$ cat config.mk
export PLATFORM = sky130hd
export DESIGN_NAME = ritc_bitslip_align_ctrl
export DESIGN_NICKNAME = d
export VERILOG_FILES = /design/src/rtl/ritc_bitslip_align_ctrl.sv
export SDC_FILE = /design/constraint.sdc
export NUM_CORES = 1
export LEC_CHECK = 0
export ABC_AREA = 1
export CAP_MARGIN = 20
export CORE_MARGIN = 3
export CORE_UTILIZATION = 52
export CTS_BUF_LIST = sky130_fd_sc_hd__clkbuf_4 sky130_fd_sc_hd__clkbuf_8 sky130_fd_sc_hd__clkbuf_16
export CTS_CLUSTER_DIAMETER = 200
export DETAILED_ROUTE_END_ITERATION = 8
export PLACE_DENSITY = 0.79
export SLEW_MARGIN = 20
export SYNTH_ARGS = -nofsm -noshare
export SYNTH_HDL_FRONTEND = slang
export SYNTH_SLANG_ARGS = --single-unit
$ cat constraint.sdc
create_clock -name user_clk_i -period 3.6 [get_ports user_clk_i]
set_input_delay 0.72 -clock user_clk_i [delete_from_list [all_inputs] [get_ports user_clk_i]]
set_output_delay 0.72 -clock user_clk_i [all_outputs]
set_load 0.05 [all_outputs]
$ cat src/rtl/ritc_bitslip_align_ctrl.sv
// rtl/ritc_bitslip_align_ctrl.sv - training-pattern bitslip alignment sequencer for the RITC datapath
`timescale 1ns/1ps

module ritc_bitslip_align_ctrl #(
  parameter logic [3:0] PATTERN       = 4'b0011,
  parameter int         MATCH_COUNT   = 4,
  parameter int         SETTLE_CYCLES = 16,
  parameter int         MAX_SLIPS     = 8
) (
  input  logic         user_clk_i,
  input  logic         rst_n_i,
  input  logic         start_i,
  input  logic [287:0] ch_data_i,
  output logic         user_sel_o,
  output logic         user_wr_o,
  output logic [31:0]  user_dat_o,
  output logic         busy_o,
  output logic         done_o,
  output logic [71:0]  lock_o,
  output logic [71:0]  fail_o,
  output logic         err_o
);

  localparam int SW = $clog2(SETTLE_CYCLES + 1);
  localparam int MW = $clog2(MATCH_COUNT + 1);
  localparam int LW = $clog2(MAX_SLIPS + 1);

  typedef enum logic [2:0] {
    S_IDLE,
    S_SETTLE,
    S_SAMPLE,
    S_SLIP,
    S_NEXT,
    S_DONE
  } state_t;

  state_t          state;
  logic [2:0]      ch_idx;
  logic [3:0]      bit_idx;
  logic [SW-1:0]   settle_cnt;
  logic [MW-1:0]   match_cnt;
  logic [MW-1:0]   miss_cnt;
  logic [LW-1:0]   slip_cnt;

  logic [287:0]    d_meta;
  logic [287:0]    d_sync;
  logic [47:0]     ch_word;
  logic [11:0]     q0, q1, q2, q3;
  logic [3:0]      nib;
  logic [6:0]      lane_idx;

  // Two-flop capture of the SYSCLK-domain datapath outputs; torn words are
  // absorbed by the consecutive match/miss rule rather than by handshaking.
  always_ff @(posedge user_clk_i or negedge rst_n_i) begin
    if (!rst_n_i) begin
      d_meta <= '0;
      d_sync <= '0;
    end else begin
      d_meta <= ch_data_i;
      d_sync <= d_meta;
    end
  end

  // Select the 48-bit word of the channel currently being trained.
  always_comb begin
    ch_word = '0;
    for (int c = 0; c < 6; c++) begin
      if (ch_idx == 3'(c)) begin
        ch_word = d_sync[48*c +: 48];
      end
    end
  end

  // Each channel word is four 12-bit sample planes, earliest sample at the bottom.
  assign q0  = ch_word[11:0];
  assign q1  = ch_word[23:12];
  assign q2  = ch_word[35:24];
  assign q3  = ch_word[47:36];
  assign nib = {q3[bit_idx], q2[bit_idx], q1[bit_idx], q0[bit_idx]};

  // Flat lane number 12*ch + bit, built from shifts to stay in 7 bits.
  assign lane_idx = {1'b0, ch_idx, 3'b000} + {2'b00, ch_idx, 2'b00} + {3'b000, bit_idx};

  // Alignment sequencer: settle, sample, slip or advance, one lane at a time.
  always_ff @(posedge user_clk_i or negedge rst_n_i) begin
    if (!rst_n_i) begin
      state      <= S_IDLE;
      ch_idx     <= '0;
      bit_idx    <= '0;
      settle_cnt <= '0;
      match_cnt  <= '0;
      miss_cnt   <= '0;
      slip_cnt   <= '0;
      user_sel_o <= 1'b0;
      user_wr_o  <= 1'b0;
      user_dat_o <= '0;
      busy_o     <= 1'b0;
      done_o     <= 1'b0;
      lock_o     <= '0;
      fail_o     <= '0;
      err_o      <= 1'b0;
    end else begin
      done_o <= 1'b0;
      case (state)
        S_IDLE: begin
          if (start_i) begin
            lock_o     <= '0;
            fail_o     <= '0;
            err_o      <= 1'b0;
            ch_idx     <= '0;
            bit_idx    <= '0;
            slip_cnt   <= '0;
            settle_cnt <= '0;
            busy_o     <= 1'b1;
            state      <= S_SETTLE;
          end
        end
        S_SETTLE: begin
          if (settle_cnt == SW'(SETTLE_CYCLES - 1)) begin
            settle_cnt <= '0;
            match_cnt  <= '0;
            miss_cnt   <= '0;
            state      <= S_SAMPLE;
          end else begin
            settle_cnt <= settle_cnt + SW'(1);
          end
        end
        S_SAMPLE: begin
          if (nib == PATTERN) begin
            miss_cnt <= '0;
            if (match_cnt == MW'(MATCH_COUNT - 1)) begin
              lock_o[lane_idx] <= 1'b1;
              state            <= S_NEXT;
            end else begin
              match_cnt <= match_cnt + MW'(1);
            end
          end else begin
            match_cnt <= '0;
            if (miss_cnt == MW'(MATCH_COUNT - 1)) begin
              if (slip_cnt == LW'(MAX_SLIPS)) begin
                fail_o[lane_idx] <= 1'b1;
                state            <= S_NEXT;
              end else begin
                user_sel_o <= 1'b1;
                user_wr_o  <= 1'b1;
                user_dat_o <= {25'b0, ch_idx, bit_idx};
                state      <= S_SLIP;
              end
            end else begin
              miss_cnt <= miss_cnt + MW'(1);
            end
          end
        end
        S_SLIP: begin
          user_sel_o <= 1'b0;
          user_wr_o  <= 1'b0;
          if (slip_cnt != LW'(MAX_SLIPS)) begin
            slip_cnt <= slip_cnt + LW'(1);
          end
          state <= S_SETTLE;
        end
        S_NEXT: begin
          slip_cnt <= '0;
          if (bit_idx == 4'd11) begin
            if (ch_idx == 3'd5) begin
              state <= S_DONE;
            end else begin
              bit_idx <= '0;
              ch_idx  <= ch_idx + 3'd1;
              state   <= S_SETTLE;
            end
          end else begin
            bit_idx <= bit_idx + 4'd1;
            state   <= S_SETTLE;
          end
        end
        S_DONE: begin
          done_o <= 1'b1;
          busy_o <= 1'b0;
          err_o  <= |fail_o;
          state  <= S_IDLE;
        end
        default: state <= S_IDLE;
      endcase
    end
  end

endmodule

# Word-level counts from Yosys, hierarchy flattened
# Cells that the tools add are included.
# op_classes
mux,62
n_reduce_logical,23
bitwise,4
order_cmp,3
n_eq_ne,33
addsub,8
# ops
cell,count
two-way mux 72 bit,6
two-way mux 48 bit,6
one-hot mux 72 bit (2 select lines),2
bitwise OR 72 bit,2
OR reduction 72 bit,1
two-way mux 3 bit,16
"!= test 2 bit, second input constant",11
AND reduction 4 bit,5
"equality test 3 x 2 -> 1 bit, second input constant",6
one-hot mux 3 bit (2 select lines),3
binary-select mux 1 bit (select 4 bit),4
two-way mux 4 bit,4
"!= test 3 bit, second input constant",5
one-hot mux 3 bit (5 select lines),1
"equality test 3 bit, second input constant",4
one-hot mux 4 bit (3 select lines),1
AND reduction 3 bit,4
nonzero test 2 bit,6
two-way mux 1 bit,11
two-way mux 5 bit,2
one-hot mux 5 bit (2 select lines),1
"adder 3 x 1 -> 3 bit, second input constant",3
"adder 4 x 1 -> 4 bit, second input constant",2
"equality test 4 bit, second input constant",2
19 further kinds,25
# word_totals
register_bits,756
word_cells,149

# Logic depth before layout (Yosys ltp)
# logic_depth
ltp_word,12
ltp_mapped,27
mapped_depth_nobuf,24

# Least setup slack after synthesis
# OpenSTA, ideal clock, no wires.
# synth_path
path_kind,reg2reg
start,reg ch_idx[2]
end,reg fail_o[53]
setup_time_ns,0.134
synth_period_minus_slack_ns,3.025
setup_slack_ns,0.575
n_path_buf,5
arrival_ns,2.892
path_stages_with_launch,22
path_cell_list,dfrtp_1 inv_2 buf_2 ha_1 inv_1 clkbuf_1 clkbuf_1 o21ai_1 inv_1 nand2_1 a21oi_1 o21bai_1 nand3_1 nand3_1 nand4_1 nand2_1 nand2_2 nand2_4 buf_6 buf_4 nand2_1 o21ai_0
# synth_between
elab_chain_len,12
elab_cells_between_ends,35
classes_between,add/sub: 2; order compare: 2; eq/ne: 7; mux: 20; bitwise: 1; reduce/logical: 3
# synth_rtl
element,line,source
from (decl),38,logic [2:0] ch_idx;
from (signal assigned),169,ch_idx <= ch_idx + 3'd1;
"parallel branches: the longest is 12 deep, another holds less-than comparator 7 x 8 -> 1 bit",-,
to (signal assigned),100,fail_o <= '0;
to (signal assigned),108,fail_o <= '0;
"to (signal, indexed assignment)",141,fail_o[lane_idx] <= 1'b1;
to (decl),20,"output logic [71:0] fail_o,"
# Several ways; the timed one is not identified. The select of a mux whose other input is x is not followed.
# A chain may end at the register's enable or synchronous reset.

# Final worst setup path
# layout_path
start,reg ch_idx[0]
end,reg fail_o[71]
# Same word-level chain as after synthesis.

==> results.py <==
metrics = {
    "run_status": {
        "outcome": "complete, no violations",
    },
    "drt": {
        "drt_iter0_drc": 1593,
        "vias": 19374,
        "final_antenna_net_count": 0,
        "viasPerCell": 5.38,
        "wl_per_cell_um": 21.2,
        "drc_errors": 0,
        "finalWirelength_um": 76100,
        "first_pass_iters": 5,
    },
    "cts": {
        "cts_num_sinks": 756,
        "h-tree-depth": 3,
        "ctsHoldBuffers": 0,
        "path_clk_slew_ns": 0.06,
        "root_buffer": "clkbuf_16",
        "cts.path.max_buffers": 3,
        "clock_latency_ns": 0.62,
        "cts_tree": "built",
        "cts_buffers": 75,
    },
    "synth": {
        "ys_seq_elements": 756,
        "syn_inst": 2387,
        "yosysSeqAreaShare": 0.718,
        "synth_area_um2": 26400,
        "synth_enable_flop_cells": 0,
        "syn_avg_cell_area_um2": 11.0,
        "synthTopCellsByCount": "756 x dfrtp_1, 517 x nand2_1, 203 x inv_1",
        "synth_area_leader_cell": "dfrtp_1",
        "yosysUniqueCellTypes": 43,
        "yosysWarnings": 0,
        "yosysMostFrequentCell": "dfrtp_1",
        "ys_async_sr_fraction": 1.00,
        "yosysTopAreaCellShare": 0.718,
        "synthTopCellsByArea": "dfrtp_1 72%, nand2_1 7.4%, inv_1 2.9%",
        "dominantRegCellSynth": "dfrtp_1",
    },
    "sta": {
        "setup_viol": 0,
        "hold_violations": 0,
        "setup_tns_ns": 0,
        "finalMaxSlewViolations": 0,
        "timing.final.crit_share": 0.953,
        "hold_ws_ns": 0.130,
        "max_clock_freq_ghz": 0.291,
        "min_period_ns": 3.43,
        "finalClockSkew_ns": 0.0271,
        "relSlewSlack": 0.503,
        "worst_slew_pin_slew_ns": 0.745,
        "rsz0062_at_grt": "yes",
    },
    "placement": {
        "dp_hpwl_um": 49800,
        "gp_congestion": 0.893,
        "placed_cell_area_um2": 31700,
        "port_buffers": 446,
    },
    "setup_path": {
        "critPathArrivalTime_ns": 3.92,
        "critPathLaunchType": "flop",
        "cp.required_ns": 4.09,
        "worst-setup-path-type": "flop to flop",
        "rr_worst_depth": 16,
        "path_max_fanout": 28,
        "end_kind": "flop",
        "reg2reg_slack_ns": 0.17,
        "reg2reg_from": "ch_idx[0]",
        "worstReg2RegEnd": "fail_o[71]",
    },
    "die": {
        "dieArea_um2": 53400,
        "core_um2": 49600,
        "die-height_um": 231,
        "ios": 472,
        "initial_utilization": 0.532,
        "rows": 81,
        "fp.dieW_um": 231,
    },
    "grt": {
        "grt_pass1_vias": 20089,
        "grt_max_degree": 106,
        "grt_usage": 0.286,
        "grt_pass1_wl_um": 116000,
        "gr-total-overflow": 0,
        "antenna_found_initial": 9,
    },
    "finish": {
        "num-nets-final": 3182,
        "utilization": 0.699,
        "fillers": 3238,
        "multi_input_area_um2": 6150,
        "synthToLayoutAreaGrowth_pct": 31.4,
        "drive_gt1_frac": 0.0847,
        "fin_area_um2": 34600,
        "seq_area_um2": 18900,
    },
    "run": {
        "cap_viol_max_count": 0,
    },
    "power": {
        "p_leak_nw": 15.9,
        "peakVddDrop_uv": 433,
        "power.density_nw_per_um2": 523,
        "finalPower_mw": 18.1,
    },
    "worst_hold_path": {
        "hold_class": "input port to async pin",
    },
}
-- final cells by class --
cell class                      count  area share
Inverter                          216      0.0237
Timing Repair Buffer              512       0.152
Clock buffer                      107      0.0648
Multi-Input combinational cell   1310       0.178
Tap cell                          664      0.0240
Antenna cell                        8    0.000578
Clock inverter                     26      0.0108
Sequential cell                   756       0.546
-- per-layer routing --
layer | up-vias | global-route usage | wire, µm | part of all wire
met5 | - | 0 | 33 | 0.00043
met4 | 4 | 0.150 | 3860 | 0.051
met3 | 215 | 0.0514 | 5150 | 0.068
met2 | 986 | 0.483 | 38400 | 0.50
met1 | 9618 | 0.354 | 28700 | 0.38
li1 | 8551 | - | - | -
-- metrics by stage --
step | std cells | setup WS [ns]
floorplan | 2411 | 0.575
global placement | 3447 | 0.131
detailed placement | 3447 | -0.00721
CTS | 3580 | -0.00225
global route | 3599 | -0.0179
finish | 3599 | 0.168
-- worst max path at each step --
stage / depth (start not counted) / from / slack [ns] / endpoint
floorplan: 21 / ch_idx[2] / 0.57 / fail_o[53]
global placement: 22 / ch_idx[0] / 0.13 / user_dat_o[4]
detailed placement: 21 / ch_idx[0] / -0.007 / user_dat_o[3]
CTS: 24 / ch_idx[1] / -0.002 / lock_o[56]
global route: 17 / ch_idx[0] / -0.02 / lock_o[70]
finish: 16 / ch_idx[0] / 0.17 / fail_o[71]
-- critical path, stage by stage, from the launching register on --
cell      delay [ns]
dfrtp_2         0.46
inv_2           0.10
ha_1            0.24
nand2_4         0.22
buf_6           0.30
nand3_1         0.18
nand2_1         0.11
a21oi_1         0.06
o21bai_1        0.24
nand3_1         0.11
nand3_1         0.09
nand4_1         0.29
nand2_4         0.24
nand2_4         0.11
nand2_8         0.20
buf_6           0.21
o21ai_0         0.10
-- logic make-up (layout without fill, tap and decap cells) --
kind of cell | count (synthesis) | after routing | synth area share
DFF | 756 | 756 | 0.718
adders and majority gates | 20 | 20 | 0.0101
buffers and inverters | 345 | 861 | 0.0562
AOI/OAI and AO/OA | 302 | 302 | 0.0593
and+or+nand+nor | 958 | 958 | 0.155
other | 1 | 33 | 0.000142
xor gates and xnor gates | 5 | 5 | 0.00166
-- cells in the final DEF (no fill, tap or decap), types with 41 or more instances in the layout --
cell type,n
a21oi_1,97
buf_4,41
clkbuf_16,81
clkdlybuf4s50_1,445
dfrtp_1,754
inv_1,199
nand2_1,512
nand3_1,104
nand4_1,81
nor2_1,193
o21ai_0,150
-- sequential cells by signal, indices dropped and copies added, names as in the netlist, 4 cells and up --
register	flops
lock_o	72
d_sync	288
user_dat_o	7
settle_cnt	5
bit_idx	4
slip_cnt	4
fail_o	72
d_meta	288
-- repair_timing --
| action | CTS | global route |
|---|---|---|
| cloned | 0 | 6 |
| gates resized for setup | 7 | 19 |
| pin swaps | 0 | 5 |
| endpoints found under the setup margin | 112 | 157 |
| setup buffers | 0 | 5 |
-- where the power goes --
group | switching [mW] | internal [mW]
combinational | 0.507 | 0.393
clock | 3.26 | 4.94
sequential | 0.143 | 8.87
total | 3.91 | 14.2
Power figures use the tool's default switching activity.
